File: src/rtl/debounce_pkg.sv
// Shared constants for the input debouncer: FSM state encoding and parameter limits.
// The busy states are exactly those whose two encoding bits differ.
package debounce_pkg;

   localparam logic [1:0] S_LOW_ENC     = 2'b00;
   localparam logic [1:0] S_TO_HIGH_ENC = 2'b01;
   localparam logic [1:0] S_HIGH_ENC    = 2'b11;
   localparam logic [1:0] S_TO_LOW_ENC  = 2'b10;

   typedef enum logic [1:0] {
      S_LOW     = S_LOW_ENC,
      S_TO_HIGH = S_TO_HIGH_ENC,
      S_HIGH    = S_HIGH_ENC,
      S_TO_LOW  = S_TO_LOW_ENC
   } state_t;

   localparam int SYNC_STAGES_MIN     = 2;
   localparam int DEBOUNCE_CYCLES_MIN = 2;

endpackage

File: src/rtl/sync_chain.sv
// Multi-flop synchroniser for an asynchronous level; q lags d by STAGES clocks.
// Reset clears every stage, so an undriven input cannot reach q during reset.
module sync_chain #(
   parameter int STAGES = 2
) (
   input  logic clk,
   input  logic rst_n,
   input  logic d,
   output logic q
);

   logic [STAGES-1:0] sync_q;
   logic [STAGES-1:0] sync_d;

   always_comb begin
      sync_d = {sync_q[STAGES-2:0], d};
   end

   always_ff @(posedge clk or negedge rst_n) begin
      if (!rst_n) begin
         sync_q <= '0;
      end else begin
         sync_q <= sync_d;
      end
   end

   assign q = sync_q[STAGES-1];

endmodule

File: src/rtl/input_debouncer.sv
// Synchronises a bouncy async level and commits it after DEBOUNCE_CYCLES stable samples.
// Latency SYNC_STAGES+DEBOUNCE_CYCLES clocks; outputs registered, no backpressure.
module input_debouncer
   import debounce_pkg::*;
#(
   parameter int SYNC_STAGES     = 2,
   parameter int DEBOUNCE_CYCLES = 4
) (
   input  logic clk,
   input  logic rst_n,
   input  logic A_raw,
   output logic A,
   output logic rise,
   output logic fall,
   output logic busy
);

   localparam int CNT_W = $clog2(DEBOUNCE_CYCLES);
   localparam logic [CNT_W-1:0] CNT_MAX = CNT_W'(DEBOUNCE_CYCLES - 1);
   localparam logic [CNT_W-1:0] CNT_ONE = CNT_W'(1);

   if (SYNC_STAGES < SYNC_STAGES_MIN) begin : g_bad_sync
      $error("input_debouncer: SYNC_STAGES must be at least %0d", SYNC_STAGES_MIN);
   end
   if (DEBOUNCE_CYCLES < DEBOUNCE_CYCLES_MIN) begin : g_bad_deb
      $error("input_debouncer: DEBOUNCE_CYCLES must be at least %0d", DEBOUNCE_CYCLES_MIN);
   end

   logic s_in;

   sync_chain #(
      .STAGES (SYNC_STAGES)
   ) u_sync (
      .clk   (clk),
      .rst_n (rst_n),
      .d     (A_raw),
      .q     (s_in)
   );

   state_t           state_q, state_d;
   logic [CNT_W-1:0] cnt_q, cnt_d;
   logic             a_q, a_d;
   logic             rise_q, rise_d;
   logic             fall_q, fall_d;
   logic             busy_q, busy_d;

   always_comb begin
      state_d = state_q;
      cnt_d   = cnt_q;
      rise_d  = 1'b0;
      fall_d  = 1'b0;
      case (state_q)
         S_LOW: begin
            if (s_in) begin
               state_d = S_TO_HIGH;
               cnt_d   = CNT_ONE;
            end
         end
         S_TO_HIGH: begin
            // A single contrary sample aborts and restarts qualification from zero.
            if (!s_in) begin
               state_d = S_LOW;
               cnt_d   = '0;
            end else if (cnt_q == CNT_MAX) begin
               state_d = S_HIGH;
               cnt_d   = '0;
               rise_d  = 1'b1;
            end else begin
               cnt_d = cnt_q + CNT_ONE;
            end
         end
         S_HIGH: begin
            if (!s_in) begin
               state_d = S_TO_LOW;
               cnt_d   = CNT_ONE;
            end
         end
         S_TO_LOW: begin
            if (s_in) begin
               state_d = S_HIGH;
               cnt_d   = '0;
            end else if (cnt_q == CNT_MAX) begin
               state_d = S_LOW;
               cnt_d   = '0;
               fall_d  = 1'b1;
            end else begin
               cnt_d = cnt_q + CNT_ONE;
            end
         end
         default: begin
            state_d = S_LOW;
            cnt_d   = '0;
         end
      endcase
      a_d    = (state_d == S_HIGH) || (state_d == S_TO_LOW);
      busy_d = (state_d == S_TO_HIGH) || (state_d == S_TO_LOW);
   end

   always_ff @(posedge clk or negedge rst_n) begin
      if (!rst_n) begin
         state_q <= S_LOW;
         cnt_q   <= '0;
         a_q     <= 1'b0;
         rise_q  <= 1'b0;
         fall_q  <= 1'b0;
         busy_q  <= 1'b0;
      end else begin
         state_q <= state_d;
         cnt_q   <= cnt_d;
         a_q     <= a_d;
         rise_q  <= rise_d;
         fall_q  <= fall_d;
         busy_q  <= busy_d;
      end
   end

   assign A    = a_q;
   assign rise = rise_q;
   assign fall = fall_q;
   assign busy = busy_q;

endmodule

File: config.mk
export PLATFORM = sky130hd
export DESIGN_NAME = input_debouncer
export DESIGN_NICKNAME = d
export VERILOG_FILES = /design/src/rtl/debounce_pkg.sv /design/src/rtl/sync_chain.sv /design/src/rtl/input_debouncer.sv
export SDC_FILE = /design/constraint.sdc
export NUM_CORES = 1
export LEC_CHECK = 0
export BUFFER_PORTS_ARGS = -buffer_cell sky130_fd_sc_hd__buf_2
export CORE_AREA = 2 2 39 41
export CTS_CLUSTER_SIZE = 20
export DETAILED_ROUTE_END_ITERATION = 6
export DIE_AREA = 0 0 41 43
export RECOVER_POWER = 50
export SLEW_MARGIN = 30
export SYNTH_ARGS = -nofsm -noshare
export SYNTH_HDL_FRONTEND = slang
export SYNTH_SLANG_ARGS = --single-unit
File: constraint.sdc
create_clock -name clk -period 2.1 [get_ports clk]
set_clock_uncertainty 0.05 [all_clocks]
set_input_delay 0.42 -clock clk [delete_from_list [all_inputs] [get_ports clk]]
set_output_delay 0.42 -clock clk [all_outputs]
set_load 0.1 [all_outputs]
After elaboration in Yosys (flattened, before gate mapping)

Index checks and enable logic that the tools add are counted.
W data, S select, Z words.

Bits in registers: 10

Muxes and demuxes: 18
Add/sub/neg operators: 1
Reductions and logical operators: 4
Equal/unequal tests: 9

Operators with widths:

| kind                  | number |
|---|---|
| $mux W2               | 11 |
| $pmux W2 S4           | 2 |
| $eq A2 B2 Y1 const B  | 5 |
| $mux W1               | 5 |
| $eq A2 B1 Y1 const B  | 2 |
| $add A2 B1 Y2 const B | 1 |
| $logic_not A2 Y1      | 1 |
| $logic_or A1 B1 Y1    | 2 |
| $ne A2 B1 Y1 const B  | 1 |
| $ne A2 B2 Y1 const B  | 1 |
| $reduce_and A2 Y1     | 1 |

Depth between registers and ports, before layout

Gate-level depths: netlist (run 1).

Word-level depth: 6
Mapped depth: 6
Mapped depth without buffers: 6

By module

Synthesis (run 1) repeated with hierarchy kept, for this count alone.

Cell total of the unflattened synthesis: 42
Area, all modules: 490.5 µm²

By module, submodules not included:

| module          | cells an instance | area each (µm²) | instances | sequential area each (µm²) |
|---|---|---|---|---|
| input_debouncer | 40                | 440.4           | 1         | 175.2 |
| sync_chain      | 2                 | 50.0            | 1         | 50.0 |

Worst setup path before layout (run 1)

Ideal clock, no wire load.

Kind: register to register
Start: reg, netlist name A
End: reg busy_q, in the netlist busy
Arrival time: 1.948 ns
Data required time: 1.920 ns
Slack: -0.029 ns
Cell stages (with the launch flop): 7
Path buffers: 0
Cell sequence: dfrtp_1 > inv_1 > ha_1 > o21ai_0 > o21ai_0 > o2bb2ai_1 > xor2_1

RTL lines:

| item                 | RTL line               | text |
|---|---|---|
| to (signal assigned) | input_debouncer.sv:113 | `busy_q <= busy_d;` |
| to (decl)            | input_debouncer.sv:45  | `logic busy_q, busy_d;` |

Final worst setup path (run 1)

Start: reg a_q, in the netlist A
End: out A

RTL lines:

| item                   | RTL line               | text |
|---|---|---|
| from (decl)            | input_debouncer.sv:42  | `logic a_q, a_d;` |
| from (signal assigned) | input_debouncer.sv:103 | `a_q <= 1'b0;` |
| from (signal assigned) | input_debouncer.sv:110 | `a_q <= a_d;` |
| to (decl)              | input_debouncer.sv:12  | `output logic A,` |

No word-level cell between the ends.

==> impl_metrics.tcl, run 1 <==
set metrics [dict create \
    drc_errors 0 \
    nets 61 \
    initial_core_util_pct 34.5 \
    netlist_instances 41 \
    rr_worst_depth 6 \
    synth_cell_type_count 21 \
    rsz0062_at_grt "no" \
    clock-sinks 9 \
    synth_seq_cells 9 \
    num_antenna_cells 0 \
    die_area_sq_um 1760 \
    via_count 327 \
    min_path_cells 1 \
    final_common_cell "dfrtp_1" \
    first_pass_iters 4 \
    cp_max_fo 7 \
    gp_congestion 0.683 \
    cap_violations 0 \
    grt_antenna_before_repair 0 \
    design_area_sq_um 553 \
    hold_viol_final 0 \
    wl_per_cell_um 11.7 \
    maxSlewHeadroom_pct 66.5 \
    worst_pin_slew_ns 0.503 \
    cts_setup_buffers 0 \
    worst_slack_ns 0.507 \
    finalCritPeriodShare_pct 75.8 \
    ctsHoldBuffers 1 \
    first_global_vias 288 \
    fin_cells 67 \
    cp-start-kind "register" \
    htree_levels 1 \
    grt_max_degree 11 \
    coreArea_sq_um 1380 \
    cts_tree "built" \
    slew_violations 0 \
    synth_area_leader_cell "dfrtp_1" \
    status "completed" \
    tns_ns 0 \
    synth_top_area_share_pct 47.1 \
    grt_overflow_total 0 \
    worstPathArrival_ns 1.12 \
    clockBufferDepth 2 \
    worstPathRequired_ns 1.63 \
    path_clk_slew_ns 0.06 \
    synth_seq_area_share_pct 47.1 \
    areaGrowthSynthToFinish_pct 15.7 \
    cts_made_buffers 3 \
    vias_per_cell 4.88 \
    cts_root_buf "clkbuf_4" \
    synth_nets 50 \
    final_cell_mix "dfrtp_1, ha_1, buf_2" \
    die_w_um 41 \
    yosys_warnings 0 \
    ant_nets 0 \
    hold_path.class "in2reg" \
    port-buffer-count 6 \
    io-pin-count 7 \
    drt_wl_total_um 781 \
    die_h_um 43 \
    end_kind "output port" \
    pre_cts_ws_ns 0.589 \
    grt_pass1_wl_um 1260 \
    dp_hpwl_um 560 \
    fmax_mhz 628 \
    worstSetupPathType "reg2out" \
    drive_gt1_share_pct 21.6 \
    cp.depth 1 \
    fin_crit_ns 1.59 \
    drt-initial-drc-count 13 \
    critical_path.max_stage_delay_ns 0.44 \
    slowest_stage "buf_2" \
    setup_viol_count_final 0 \
    crit_chain "buf_2" \
    grt_usage_pct 11.9 \
    placed_cells 62 \
    crit_buf_inv 1 \
    syn_area_sq_um 478 \
    syn_avg_cell_area_sq_um 11.7 \
    cts_resized 0 \
    clk_latency_ns 0.26 \
    synthTopCellsByArea "dfrtp_1, ha_1, a32oi_2, o21ai_0, nand2b_1" \
    placement_rows 14 \
    place_area_sq_um 518 \
    crit_family "buffers and inverters" \
]
-- path summary, 6_finish.rpt --
check	from	end	slack [ns]
min in group asynchronous	rst_n	state_q[0]	0.58
setup reg to reg	A	busy	0.55
max in group asynchronous	rst_n	A	1.05
hold reg to reg	u_sync.sync_q[0]	u_sync.sync_q[1]	0.30
setup / recovery	A	A	0.51
hold / removal	A_raw	u_sync.sync_q[0]	0.22
-- synth_stat cells --
library cell  count
mux2i_1           1
a32o_1            1
nor2_1            3
nor2b_1           1
o31a_1            1
o21ai_0           3
o211ai_1          1
and3_1            1
nand2b_1          2
o2bb2ai_1         1
dfrtp_1           9
a21oi_1           1
buf_6             1
xor2_1            1
a32oi_2           1
o21ai_1           1
and3b_1           1
mux2_2            1
ha_1              6
nand2_1           2
inv_1             2
-- flip-flops by register name, indices dropped and copies added, names as in the netlist --
signal	cells
cnt_q	2
u_sync.sync_q	2
A	1
busy	1
fall	1
rise	1
state_q	1
-- per-layer routing --
metal  part of all wire (%)  global-route usage (%)  wire length (um)  vias up
met1                     47                    12.7               364      142
li1                       -                       -                 -      167
met4                      0                    6.00                 0        0
met3                     10                    11.0                79        0
met2                     43                    15.3               337       18
met5                      0                       0                 0        -
-- final cells by class --
cell class                 instances  area [sq um]
fill                             140           831
multi-input combinational         29           234
sequential                         9           226
timing repair buffer               7          38.8
clock buffer                       4          26.3
tap                               16          20.0
inverter                           2          7.51
-- logic make-up after synthesis --
family	Yosys count	synth area share, %
AO/OA/AOI/OAI	10	16.0
AND/OR/NAND/NOR	10	11.0
flip-flops	9	47.1
multiplexers	2	4.45
XOR/XNOR	1	1.83
buffers and inverters	3	3.93
adder cells (fa/ha/maj)	6	15.7
-- through the flow --
step,hold WS (ns),utilization (%)
floorplan,0.0744,-
global placement,0.227,37.4
detailed placement,0.233,37.4
CTS,0.205,40.1
global route,0.184,40.0
finish,0.220,40.0
Power of run 1 is left out: the tool's default activity adds up to more than one toggle a clock period on the data nets, which glitch-free logic cannot reach.
==> run 2: changes to the inputs <==
==> constraint.sdc (replaced) <==
create_clock -name clk -period 1.51 [get_ports clk]
set_clock_uncertainty 0.05 [all_clocks]
set_input_delay 0.302 -clock clk [delete_from_list [all_inputs] [get_ports clk]]
set_output_delay 0.302 -clock clk [all_outputs]
set_load 0.1 [all_outputs]
==> impl_metrics.tcl, run 2 (synthesis results as in run 1) <==
set metrics [dict create \
    end_kind "register" \
    die_h_um 43 \
    hp-start "A_raw" \
    timing.rr.end "busy" \
    htree_levels 1 \
    first_global_vias 313 \
    hold_path_end "u_sync.sync_q[0]" \
    coreArea_sq_um 1380 \
    io-pin-count 7 \
    r2r_start "A" \
    grt_max_degree 11 \
    grt_antenna_before_repair 0 \
    via_count 363 \
    worstPathRequired_ns 1.63 \
    worstPathArrival_ns 1.60 \
    wl_per_cell_um 12.7 \
    placed_cells 63 \
    cts_root_buf "clkbuf_4" \
    grt_pass1_wl_um 1370 \
    cts_tree "built" \
    crit_start "A" \
    dp_hpwl_um 620 \
    drt-initial-drc-count 6 \
    fmax_mhz 675 \
    maxSlewHeadroom_pct 68.0 \
    cap_violations 0 \
    fin_util_pct 49.5 \
    gp_congestion 0.730 \
    grt_overflow_total 0 \
    port-buffer-count 6 \
    drc_errors 0 \
    fin_cells 71 \
    drt_wl_total_um 903 \
    cp_max_fo 5 \
    num_antenna_cells 0 \
    nets 65 \
    die_w_um 41 \
    clock-sinks 9 \
    r2r_slack_ns 0.03 \
    final_cell_mix "dfrtp_1, ha_4, buf_2, buf_4" \
    ant_nets 0 \
    clk_latency_ns 0.26 \
    cp-start-kind "register" \
    grt_usage_pct 12.4 \
    fillers 134 \
    cts_made_buffers 3 \
    final_common_cell "dfrtp_1" \
    status "completed" \
    setup_viol_count_final 0 \
    placement_rows 14 \
    worst_pin_slew_ns 0.483 \
    slew_violations 0 \
    drive_gt1_share_pct 45.5 \
    fin_crit_ns 1.48 \
    worstSetupPathType "reg2reg" \
    hold_viol_final 0 \
    min_path_cells 1 \
    clockBufferDepth 2 \
    vias_per_cell 5.11 \
    finalCritPeriodShare_pct 98.1 \
    path_clk_slew_ns 0.06 \
    first_pass_iters 6 \
    die_area_sq_um 1760 \
    hold_path.class "in2reg" \
    rr_worst_depth 6 \
    reg_top3 "cnt_q: 2 flops, u_sync.sync_q: 2 flops" \
    areaGrowthSynthToFinish_pct 43.2 \
    initial_core_util_pct 34.5 \
]
## run 2: changes by cell type in the layout (fill, tap and decap cells not counted), moves of 2 or more
cell | before | now
inv_1 | 2 | 0
ha_1 | 6 | 0
o21ai_0 | 3 | 1
ha_4 | 0 | 5
buf_4 | 0 | 4
## run 2: area by class of cell
class	count	area, sq um	area share [%]
well taps	16	20.0	2.93
clock buffers	4	26.3	3.84
flip-flops and latches	9	229	33.5
repair buffers	11	83.8	12.2
multi-input cells	29	313	45.7
inverters	2	12.5	1.83
## run 2: worst max path at each step
stage               cells past startpoint    to
floorplan                               6  busy
global placement                        5  busy
detailed placement                      5  busy
CTS                                     5  busy
global route                            6  busy
finish                                  6  busy
## run 2: timing repair
item | CTS | global route
endpoints found under the setup margin | 1 | 1
endpoints found under the hold margin | 9 | 0
pin swaps | 0 | 2
resized for setup | 1 | 6
buffers inserted | 2 | 1
hold buffers | 1 | 0
## run 2: metal layers
metal  share of wire [%]  GRT usage, %  vias up  routed length (um)
li1                    -             -      174                   -
met1                  39          13.7      177                 354
met2                  55          17.8        9                 498
met3                 2.9          3.14        3                  26
met4                 2.5          12.0        0                  23
met5                   0             0        -                   0
## run 2: critical path, cell delays in order, from the launching register on
cell	delay (ns)
dfrtp_4	0.53
inv_6	0.10
ha_4	0.15
nand2_1	0.07
o21ai_2	0.14
o2bb2ai_2	0.14
xor2_1	0.21
## run 2: metrics by stage
step | setup slack, ns | setup TNS, ns | instance area (sq um) | hold WS [ns]
global placement | 0.0743 | 0 | 592 | 0.107
floorplan | -0.0138 | -0.0263 | 531 | -0.0436
detailed placement | 0.0114 | 0 | 592 | 0.110
global route | -0.00894 | -0.00894 | 684 | 0.0841
CTS | 0.0208 | 0 | 643 | 0.0915
finish | 0.0290 | 0 | 684 | 0.0967
Power of run 2 is left out for the same reason.
